<file path="src/rtl/mux8_arb_pkg.sv">
// Shared types and constants for the two-requester mux arbiter (mux8_arb_2).
package mux8_arb_pkg;

    localparam int DATA_W = 8;
    localparam int CNT_W  = 4;

    localparam logic SEL_A = 1'b0;
    localparam logic SEL_S = 1'b1;

    typedef enum logic [1:0] {
        IDLE    = 2'd0,
        GRANT_A = 2'd1,
        GRANT_S = 2'd2
    } arb_state_e;

    // True when the beat being transferred now is the last one the burst allows.
    function automatic logic burst_end(input logic [CNT_W-1:0] cnt,
                                       input logic [CNT_W:0]   max_burst);
        return (({1'b0, cnt} + 5'd1) == max_burst);
    endfunction

endpackage

</file>
<file path="src/rtl/mux8_arb_2_if.sv">
// Handshake bundle for mux8_arb_2: two request ports, mux select and the output stage.
interface mux8_arb_2_if;
    import mux8_arb_pkg::*;

    logic              a_valid;
    logic [DATA_W-1:0] a;
    logic              a_ready;
    logic              s_valid;
    logic [DATA_W-1:0] s;
    logic              s_ready;
    logic              sel;
    logic              g_valid;
    logic [DATA_W-1:0] g;
    logic              g_ready;

    modport slave (
        input  a_valid, a, s_valid, s, g_ready,
        output a_ready, s_ready, sel, g_valid, g
    );

    modport master (
        output a_valid, a, s_valid, s, g_ready,
        input  a_ready, s_ready, sel, g_valid, g
    );

endinterface

</file>
<file path="src/rtl/mux8_bit_2.sv">
// 8-bit 2:1 datapath mux: sel=0 routes a, sel=1 routes s.
module mux8_bit_2
    import mux8_arb_pkg::*;
(
    input  logic [DATA_W-1:0] a,
    input  logic [DATA_W-1:0] s,
    input  logic              sel,
    output logic [DATA_W-1:0] y
);

    // Pure select, no state.
    always_comb begin
        if (sel == SEL_S) begin
            y = s;
        end else begin
            y = a;
        end
    end

endmodule

</file>
<file path="src/rtl/mux8_arb_2.sv">
// Two-requester arbiter/sequencer owning the shared mux select, with a one-entry output stage.
// Optional build macro MUX8_ARB_FIXED_PRI_EN: A has strict priority and is never pre-empted.
module mux8_arb_2
    import mux8_arb_pkg::*;
#(
    parameter int MAX_BURST = 4
)(
    input  logic           clk,
    input  logic           rst_n,
    mux8_arb_2_if.slave    bus
);

    localparam logic [CNT_W:0] MAX_BURST_C = (CNT_W+1)'(MAX_BURST);

    arb_state_e        state_r;
    arb_state_e        state_nxt_s;
    logic [CNT_W-1:0]  cnt_r;
    logic [CNT_W-1:0]  cnt_nxt_s;
    logic              last_r;
    logic              last_nxt_s;
    logic              sel_r;
    logic [DATA_W-1:0] g_r;
    logic              g_valid_r;

    logic              accept_s;
    logic              a_ready_s;
    logic              s_ready_s;
    logic              a_xfer_s;
    logic              s_xfer_s;
    logic              xfer_s;
    logic [DATA_W-1:0] mux_s;

    mux8_bit_2 u_mux (
        .a   (bus.a),
        .s   (bus.s),
        .sel (sel_r),
        .y   (mux_s)
    );

    // State register with burst counter and last-granted tracking.
    always_ff @(posedge clk or negedge rst_n) begin
        if (!rst_n) begin
            state_r <= IDLE;
            cnt_r   <= 4'd0;
            last_r  <= SEL_S;
        end else begin
            state_r <= state_nxt_s;
            cnt_r   <= cnt_nxt_s;
            last_r  <= last_nxt_s;
        end
    end

    // Next-state, burst count and last-winner selection.
    always_comb begin
        state_nxt_s = state_r;
        cnt_nxt_s   = cnt_r;
        last_nxt_s  = last_r;
        case (state_r)
            IDLE: begin
                cnt_nxt_s = 4'd0;
                if (bus.a_valid && bus.s_valid) begin
`ifdef MUX8_ARB_FIXED_PRI_EN
                    state_nxt_s = GRANT_A;
`else
                    state_nxt_s = (last_r == SEL_S) ? GRANT_A : GRANT_S;
`endif
                end else if (bus.a_valid) begin
                    state_nxt_s = GRANT_A;
                end else if (bus.s_valid) begin
                    state_nxt_s = GRANT_S;
                end else begin
                    state_nxt_s = IDLE;
                end
            end
            GRANT_A: begin
                if (a_xfer_s) begin
`ifdef MUX8_ARB_FIXED_PRI_EN
                    // A keeps the grant until it stops presenting beats.
                    cnt_nxt_s = 4'd0;
`else
                    if (burst_end(cnt_r, MAX_BURST_C)) begin
                        cnt_nxt_s = 4'd0;
                        if (bus.s_valid) begin
                            state_nxt_s = GRANT_S;
                        end else begin
                            state_nxt_s = GRANT_A;
                        end
                    end else begin
                        cnt_nxt_s = cnt_r + 4'd1;
                    end
`endif
                end else if (!bus.a_valid) begin
                    cnt_nxt_s   = 4'd0;
                    state_nxt_s = bus.s_valid ? GRANT_S : IDLE;
                end else begin
                    state_nxt_s = GRANT_A;
                end
            end
            GRANT_S: begin
                if (s_xfer_s) begin
                    if (burst_end(cnt_r, MAX_BURST_C)) begin
                        cnt_nxt_s = 4'd0;
                        if (bus.a_valid) begin
                            state_nxt_s = GRANT_A;
                        end else begin
                            state_nxt_s = GRANT_S;
                        end
                    end else begin
                        cnt_nxt_s = cnt_r + 4'd1;
                    end
                end else if (!bus.s_valid) begin
                    cnt_nxt_s   = 4'd0;
                    state_nxt_s = bus.a_valid ? GRANT_A : IDLE;
                end else begin
                    state_nxt_s = GRANT_S;
                end
            end
            default: begin
                state_nxt_s = IDLE;
                cnt_nxt_s   = 4'd0;
            end
        endcase

        if (state_nxt_s == GRANT_A) begin
            last_nxt_s = SEL_A;
        end else if (state_nxt_s == GRANT_S) begin
            last_nxt_s = SEL_S;
        end else begin
            last_nxt_s = last_r;
        end
    end

    // Handshake outputs, decoded from registered state and output-stage occupancy.
    always_comb begin
        accept_s  = !g_valid_r || bus.g_ready;
        a_ready_s = (state_r == GRANT_A) && accept_s;
        s_ready_s = (state_r == GRANT_S) && accept_s;
        a_xfer_s  = bus.a_valid && a_ready_s;
        s_xfer_s  = bus.s_valid && s_ready_s;
        xfer_s    = a_xfer_s || s_xfer_s;
    end

    // Mux select follows the grant being entered so the new owner is routed with no bubble.
    always_ff @(posedge clk or negedge rst_n) begin
        if (!rst_n) begin
            sel_r <= SEL_A;
        end else if (state_nxt_s == GRANT_A) begin
            sel_r <= SEL_A;
        end else if (state_nxt_s == GRANT_S) begin
            sel_r <= SEL_S;
        end else begin
            sel_r <= sel_r;
        end
    end

    // Single-entry output stage; load and drain may happen in the same cycle.
    always_ff @(posedge clk or negedge rst_n) begin
        if (!rst_n) begin
            g_r       <= 8'd0;
            g_valid_r <= 1'b0;
        end else if (xfer_s) begin
            g_r       <= mux_s;
            g_valid_r <= 1'b1;
        end else if (bus.g_ready) begin
            g_r       <= g_r;
            g_valid_r <= 1'b0;
        end else begin
            g_r       <= g_r;
            g_valid_r <= g_valid_r;
        end
    end

    assign bus.a_ready = a_ready_s;
    assign bus.s_ready = s_ready_s;
    assign bus.sel     = sel_r;
    assign bus.g_valid = g_valid_r;
    assign bus.g       = g_r;

endmodule

</file>
<file path="src/flat_wrapper.sv">
// flat-port wrapper written by rule: the top's interface ports become plain ports
module mux8_arb_2_flat import mux8_arb_pkg::*;
#(
    parameter int MAX_BURST = 4
)
  (clk, rst_n, bus_a_valid, bus_a, bus_s_valid, bus_s, bus_g_ready, bus_a_ready, bus_s_ready, bus_sel, bus_g_valid, bus_g);
  mux8_arb_2_if bus_i ();
  input  logic clk;
  input  logic rst_n;
  input wire logic [$bits(bus_i.a_valid)-1:0] bus_a_valid;
  input wire logic [$bits(bus_i.a)-1:0] bus_a;
  input wire logic [$bits(bus_i.s_valid)-1:0] bus_s_valid;
  input wire logic [$bits(bus_i.s)-1:0] bus_s;
  input wire logic [$bits(bus_i.g_ready)-1:0] bus_g_ready;
  output wire logic [$bits(bus_i.a_ready)-1:0] bus_a_ready;
  output wire logic [$bits(bus_i.s_ready)-1:0] bus_s_ready;
  output wire logic [$bits(bus_i.sel)-1:0] bus_sel;
  output wire logic [$bits(bus_i.g_valid)-1:0] bus_g_valid;
  output wire logic [$bits(bus_i.g)-1:0] bus_g;
  assign bus_i.a_valid = bus_a_valid;
  assign bus_i.a = bus_a;
  assign bus_i.s_valid = bus_s_valid;
  assign bus_i.s = bus_s;
  assign bus_i.g_ready = bus_g_ready;
  assign bus_a_ready = bus_i.a_ready;
  assign bus_s_ready = bus_i.s_ready;
  assign bus_sel = bus_i.sel;
  assign bus_g_valid = bus_i.g_valid;
  assign bus_g = bus_i.g;
  mux8_arb_2 #(.MAX_BURST(MAX_BURST)) u_core (.clk(clk), .rst_n(rst_n), .bus(bus_i));
endmodule
</file>
<file path="config.mk">
export PLATFORM = sky130hd
export DESIGN_NAME = mux8_arb_2_flat
export DESIGN_NICKNAME = d
export VERILOG_FILES = /design/src/rtl/mux8_arb_pkg.sv /design/src/rtl/mux8_arb_2_if.sv /design/src/rtl/mux8_bit_2.sv /design/src/rtl/mux8_arb_2.sv /design/src/flat_wrapper.sv
export SDC_FILE = /design/constraint.sdc
export NUM_CORES = 1
export LEC_CHECK = 0
export CAP_MARGIN = 0
export CORE_UTILIZATION = 48
export DETAILED_ROUTE_END_ITERATION = 10
export PLACE_DENSITY = 0.83
export SLEW_MARGIN = 25
export SYNTH_ARGS = -nofsm -noshare
export SYNTH_HDL_FRONTEND = slang
export SYNTH_SLANG_ARGS = --single-unit
</file>
<file path="constraint.sdc">
create_clock -name clk -period 4.7 [get_ports clk]
set_clock_uncertainty 0.2 [all_clocks]
set_input_delay 1.175 -clock clk [delete_from_list [all_inputs] [get_ports clk]]
set_output_delay 1.175 -clock clk [all_outputs]
set_load 0.01 [all_outputs]
</file>
* Yosys cells after proc, flatten, opt, wreduce, memory -nomap -nowiden
Index checks and enable logic that the tools add are counted.
** Cells by class
- Equality and inequality tests :: 7
- Add/subtract/negate cells :: 2
- Reductions and logical operators :: 12
- Multiplexer cells :: 24
** Operators with widths (number)
- 2-bit two-way mux :: 11
- 4-bit two-way mux :: 5
- 8-bit two-way mux :: 1
- 4-bit one-hot mux with 2 select lines :: 1
- 3-bit by 2-bit inequality test with 1-bit output (second input constant) :: 2
- 2-bit one-hot mux with 3 select lines :: 1
- 4-bit by 1-bit adder with 5-bit output (second input constant) :: 1
- 5-bit by 3-bit equality test with 1-bit output (second input constant) :: 1
- 1-bit logical AND :: 5
- 1-bit two-way mux :: 5
- 4-bit by 1-bit adder with 4-bit output (second input constant) :: 1
- 2-bit by 1-bit equality test with 1-bit output (second input constant) :: 2
- 2-bit equality test (second input constant) :: 2
- 2-bit nonzero test :: 2
- 2-bit zero test :: 1
- 1-bit logical OR :: 2
- 2-bit AND reduction :: 1
- 1-bit zero test :: 1
** Word-level totals
- Register bits :: 17

* Longest topological paths before layout
Gate-level depths: netlist (run 1).
- Depth in word-level cells :: 9
- Gate-level depth with buffers :: 9
- Depth with buffers taken out :: 9

* By module
From an unflattened synthesis (run 1), not the netlist that was laid out.
** Second synthesis, totals
- Cell total of the unflattened synthesis :: 101
- Area total of the unflattened synthesis :: 1099.8 um^2
** Modules (own cells, without submodules)
- mux8_arb_2 :: seq. area each 426.7 um^2, times used 1, area each 968.4 um^2, cells each 92
- mux8_bit_2 :: seq. area each 0.0 um^2, times used 1, area each 131.4 um^2, cells each 9

* Least setup slack after synthesis (run 1)
Ideal clock, no wire load.
- Path type :: input to output
- Start point :: input bus_g_ready
- End point :: output bus_s_ready
- Arrival :: 1.629 ns
- Stages on the path :: 3
- Buffers on the path :: 1
- Data required time :: 3.325 ns
- Slack :: 1.696 ns
- Path through :: nand2b_1 > buf_2 > and2_1
** Between the ends
- Word-level cells in the longest chain between the ends :: 2
** Ends and longest elaborated chain
- from (decl) :: RTL line flat_wrapper.sv:14 : input wire logic [$bits(bus_i.g_ready)-1:0] bus_g_ready;
- 1-bit logical OR :: RTL line mux8_arb_2.sv:135 : accept_s = !g_valid_r || bus.g_ready;
- 1-bit logical AND :: RTL line mux8_arb_2.sv:137 : s_ready_s = (state_r == GRANT_S) && accept_s;
- to (decl) :: RTL line flat_wrapper.sv:16 : output wire logic [$bits(bus_i.s_ready)-1:0] bus_s_ready;
Every way passes these cells.

* Worst setup path in the final report (run 1)
Ends and elaborated chain as after synthesis.

==> flow_summary.yaml, run 1 <==
run_status:
  status: "finished clean"
floorplan:
  die-area_sq_um: 2239
  io_pins: 33
  die_w_um: 47.32
  die_y_um: 47.32
  start_util: 0.5077
  rows: 16
  core_sq_um: 1942
sta:
  relSlewSlack: 0.4988
  fin_ws_ps: 682.2
  holdWs_ps: 282.5
  hold_viol_final: 0
  period_share: 0.8549
  finalSetupViolCount: 0
  rsz0062_at_grt: "false"
  max_slew.worst_pin.slew_ps: 749.4
  slew_viol_final: 0
  period_needed_ps: 4018
  tns_ps: 0
  clock.fmax_mhz: 248.9
critical_path:
  worst_path_largest_cell_delay_ps: 530
  crit_type: "in2out"
  crit_family: "buffers and inverters"
  worstPathCellList: "clkdlybuf4s50_1 > nand2b_1 > and2_1 > clkdlybuf4s50_1"
  crit_required_ps: 3320
  cpMaxStageDelayCell: "clkdlybuf4s50_1"
  critPathMaxFanout: 9
  critPathCaptureType: "output pin"
  arrival_ps: 2640
  r2r_slack_ps: 2200
  critPathLaunchType: "primary input"
  cp_num_buf_inv: 2
  path_common_cell: "clkdlybuf4s50_1"
hold_path:
  hold_path.class: "reg2reg"
cts:
  cts_max_path_buffers: 2
  clk_pin_slew_ps: 90
  root_buffer: "clkbuf_4"
  post_cts_buffers: 0
  tritoncts: "built"
  clock-sinks: 17
  ctsResizeCount: 0
  clk_latency_ps: 280
  hold_buffers: 0
  htree_levels: 1
  cts_made_buffers: 3
detailed_routing:
  initialDrtViolationCount: 20
  wl_per_cell_um: 12.12
  vias: 861
  postRouteAntennaNets: 0
  routed_wl_um: 2012
  via_per_inst: 5.187
  post-route-drc-count: 0
  firstDrtPassIters: 4
final_layout:
  utilization: 0.6952
  antenna_cells: 0
  synthToLayoutAreaGrowth_pct: 36.93
  fin_nets: 167
  final_cells: 166
  finalInstanceArea_sq_um: 1350
  drive_above_1_share: 0.06475
global_routing:
  grt_usage: 0.2094
  overflow: 0
  grt_pass1_wl_um: 3208
  grt_pass1_vias: 809
  grt_max_degree: 18
  antenna_found_initial: 0
placed_design:
  dp.cells: 162
  dp_slack_ps: 685.1
  numPortBuffers: 32
  dp_hpwl_um: 1572
  place_area_sq_um: 1323
  place.gp.congestion: 0.8933
synth:
  synthesis.nets: 134
  synth.distinct_cells: 28
  syn_inst: 107
  synthTopCellsByArea: "dfrtp_1 (41%), mux2i_1 (10%), ha_1 (7.6%)"
  yosys_warnings: 0
  async_reset_ff_frac: 1.000
  synth_seq_cells: 17
  yosys.area.top_type_share: 0.4061
  synth.most_common_cell: "nand2_1"
  yosys.area.top_type: "dfrtp_1"
  synth_edf_count: 0
  synth_area_sq_um: 985.9
  ys_seq_area_frac: 0.4327
  synth_flop_cell: "dfrtp_1"
  ys_top_cells_by_count: "nand2_1 (18), dfrtp_1 (16), o21ai_0 (13)"
  syn_area_per_cell_sq_um: 9.214
power_and_ir_drop:
  ir_drop_mv: 0.2939
  powerDensity_nw_per_um2: 514.1
  p_seq_frac: 0.368
  p_leak_nw: 0.6098
  internal_power_uw: 429.4
  switching_share: 0.3813
  switchingPower_uw: 264.6
  p_total_uw: 694.0
  p_clk_frac: 0.109
  pwr-share-comb: 0.524
job:
  maxCapViolCount: 0
## layout make-up
class	count	area, sq um
fill	168	591.8
multi-input combinational	81	523.0
sequential	17	426.7
timing repair buffer	32	320.3
tap	27	33.78
clock buffer	3	22.52
inverter	5	18.77
clock inverter	1	5.005
## layer usage
| metal | global-route usage | part of all wire |
|---|---|---|
| met5 | 0 | 0 |
| met1 | 0.2524 | 0.44 |
| met3 | 0.06538 | 0.092 |
| met4 | 0.1200 | 0.0050 |
| met2 | 0.3288 | 0.46 |
## worst paths after layout
check	from	end	cells after the start
max	bus_g_ready	bus_s_ready	4
min	u_core.bus.g[0]	u_core.bus.g[0]	2
max reg2reg	u_core.cnt_r[0]	u_core.bus.sel	8
min reg2reg	u_core.bus.g[0]	u_core.bus.g[0]	2
max in group asynchronous	rst_n	u_core.state_r[0]	1
min in group asynchronous	rst_n	u_core.cnt_r[2]	1
## registers in the layout, summed over array words and instances (netlist names)
name and count:
u_core.bus.g 8, u_core.bus.g_valid 1, u_core.bus.sel 1, u_core.cnt_r 4, u_core.last_r 1, u_core.state_r 2
## kinds of logic (layout without fill, tap and decap cells)
family,Yosys count,in the layout,synth area share
flip-flops,17,17,0.4327
AO/OA/AOI/OAI,25,25,0.1485
buffers and inverters,9,41,0.03681
adder cells (fa/ha/maj),6,6,0.07614
multiplexers,10,10,0.1015
AND/OR/NAND/NOR,40,40,0.2043
## power by group through the flow
stage / Combinational, mW / Clock, mW / Sequential (mW)
floorplan: 0.216 / 0 / 0.255
finish: 0.363 / 0.0756 / 0.255
detailed placement: 0.366 / 0 / 0.256
global placement: 0.355 / 0 / 0.256
global route: 0.405 / 0.0859 / 0.262
CTS: 0.366 / 0.0787 / 0.255
## worst min-delay path: stages (launching register included)
cell,delay (ps)
dfrtp_1,350
nand2_1,50
o21ai_0,60
## cells in the final DEF, fill, tap and decap left out, types with 3 or more instances in the layout
cell type	instances
nand2_1	18
clkbuf_4	3
a21oi_1	7
o21ai_0	13
ha_1	6
nand3_1	3
mux2i_1	10
nor2_1	4
inv_1	5
dfrtp_1	16
clkdlybuf4s50_1	32
Note: power is estimated with default switching activity, not from simulation.
==> run 2: changes to the inputs <==
Clock period 4.7 ns to 5.1 ns, I/O delays scaled along.
==> run 2 against run 1 <==
  * Cell count unchanged
  * Largest cell class unchanged
  * Worst setup slack better by 170 ps
  * Highest routed layer unchanged
  * Core utilization unchanged
  * Via count up 1.3%
  * Wire length down 1.5%
  * Largest power group unchanged
==> flow_summary.yaml, run 2 (synthesis results as in run 1) <==
detailed_routing:
  firstDrtPassIters: 4
  postRouteAntennaNets: 0
  via_per_inst: 5.253
  routed_wl_um: 1981
  initialDrtViolationCount: 28
  post-route-drc-count: 0
  vias: 872
  wl_per_cell_um: 11.93
cts:
  htree_levels: 1
  clk_pin_slew_ps: 90
  clk_latency_ps: 290
  cts_made_buffers: 3
  cts_max_path_buffers: 2
  ctsResizeCount: 0
  tritoncts: "built"
  post_cts_buffers: 0
  clock-sinks: 17
  root_buffer: "clkbuf_4"
  hold_buffers: 0
power_and_ir_drop:
  ir_drop_mv: 0.3239
  switching_share: 0.3812
  pwr-share-comb: 0.524
  switchingPower_uw: 243.8
  internal_power_uw: 395.8
  p_seq_frac: 0.366
  powerDensity_nw_per_um2: 473.8
  p_leak_nw: 0.6098
  p_clk_frac: 0.109
placed_design:
  dp_hpwl_um: 1613
  place.gp.congestion: 0.9025
  numPortBuffers: 32
  dp.cells: 162
global_routing:
  grt_pass1_vias: 796
  grt_usage: 0.2062
  grt_pass1_wl_um: 3167
  overflow: 0
  grt_max_degree: 18
  antenna_found_initial: 0
critical_path:
  worstPathCellList: "clkdlybuf4s50_1 > nand2b_1 > and2_1 > clkdlybuf4s50_1"
  critPathMaxFanout: 9
  crit_type: "in2out"
  arrival_ps: 2770
  cpMaxStageDelayCell: "clkdlybuf4s50_1"
  worst_path_largest_cell_delay_ps: 530
  critPathCaptureType: "output pin"
  path_common_cell: "clkdlybuf4s50_1"
  crit_required_ps: 3620
  critPathLaunchType: "primary input"
sta:
  max_slew.worst_pin.slew_ps: 749.0
  period_needed_ps: 4247
  finalSetupViolCount: 0
  hold_viol_final: 0
  tns_ps: 0
  relSlewSlack: 0.4991
  slew_viol_final: 0
  holdWs_ps: 291.8
  period_share: 0.8328
  rsz0062_at_grt: "false"
  clock.fmax_mhz: 235.4
final_layout:
  largest_reg_flops: 8
  fin_nets: 167
  layout_common_cells: "clkdlybuf4s50_1 (32), nand2_1 (18), dfrtp_1 (16)"
  mostFrequentLayoutCell: "clkdlybuf4s50_1"
  drive_above_1_share: 0.06475
  utilization: 0.6952
  antenna_cells: 0
  final_cells: 166
  synthToLayoutAreaGrowth_pct: 36.93
floorplan:
  die-area_sq_um: 2239
  core_sq_um: 1942
  start_util: 0.5077
  io_pins: 33
  die_w_um: 47.32
  die_y_um: 47.32
  rows: 16
job:
  maxCapViolCount: 0
hold_path:
  hold_path.class: "reg2reg"
run_status:
  status: "finished clean"
run 2: cell counts in the layout (fill, tap and decap cells not counted):
Identical to the previous run, type by type.
run 2: worst max-delay path, delay by kind of cell:
family / cells / cell delay, ps
buffers and inverters: 2 / 1010
AND/OR/NAND/NOR: 2 / 480
run 2: final timing paths:
path	cells after the start	from	slack (ps)	end
max in group asynchronous	1	rst_n	3010	u_core.bus.g[3]
max reg2reg	7	u_core.cnt_r[0]	2630	u_core.last_r
min in group asynchronous	1	rst_n	1220	u_core.bus.g[1]
min reg2reg	2	u_core.bus.g[3]	290	u_core.bus.g[3]
max	4	bus_g_ready	850	bus_s_ready
min	2	u_core.bus.g[3]	290	u_core.bus.g[3]
run 2: through the flow:
step                      power (mW)  worst slack, ps  cell area [sq um]
after floorplan               0.4339             1896              985.9
after global placement        0.5628            894.3               1323
after detailed placement      0.5760            861.2               1323
after global routing          0.6934            762.6               1350
after CTS                     0.6476            860.6               1350
final                         0.6396            852.7               1350
run 2: power by group through the flow:
| stage | Clock (mW) | Sequential, mW | Combinational [mW] |
|---|---|---|---|
| 6_report | 0.0699 | 0.234 | 0.335 |
| 5_1_grt | 0.0765 | 0.241 | 0.376 |
| 4_1_cts | 0.0725 | 0.235 | 0.340 |
| 3_3_place_gp | 0 | 0.236 | 0.327 |
| 2_1_floorplan | 0 | 0.235 | 0.199 |
| 3_5_place_dp | 0 | 0.236 | 0.340 |
run 2: routing by layer:
layer  GRT usage  vias to the layer above  share of wire
li1            -                      434              -
met1      0.2380                      393           0.43
met2      0.3616                       41           0.48
met3     0.03846                        4          0.076
met4      0.1029                        0          0.012
met5           0                        -              0
run 2: layout make-up:
type	instances	area [sq um]
clock inverters	1	5.005
clock buffers	3	22.52
flip-flops and latches	17	426.7
well taps	27	33.78
fillers	164	591.8
inverters	5	18.77
multi-input cells	81	523.0
repair buffers	32	320.3
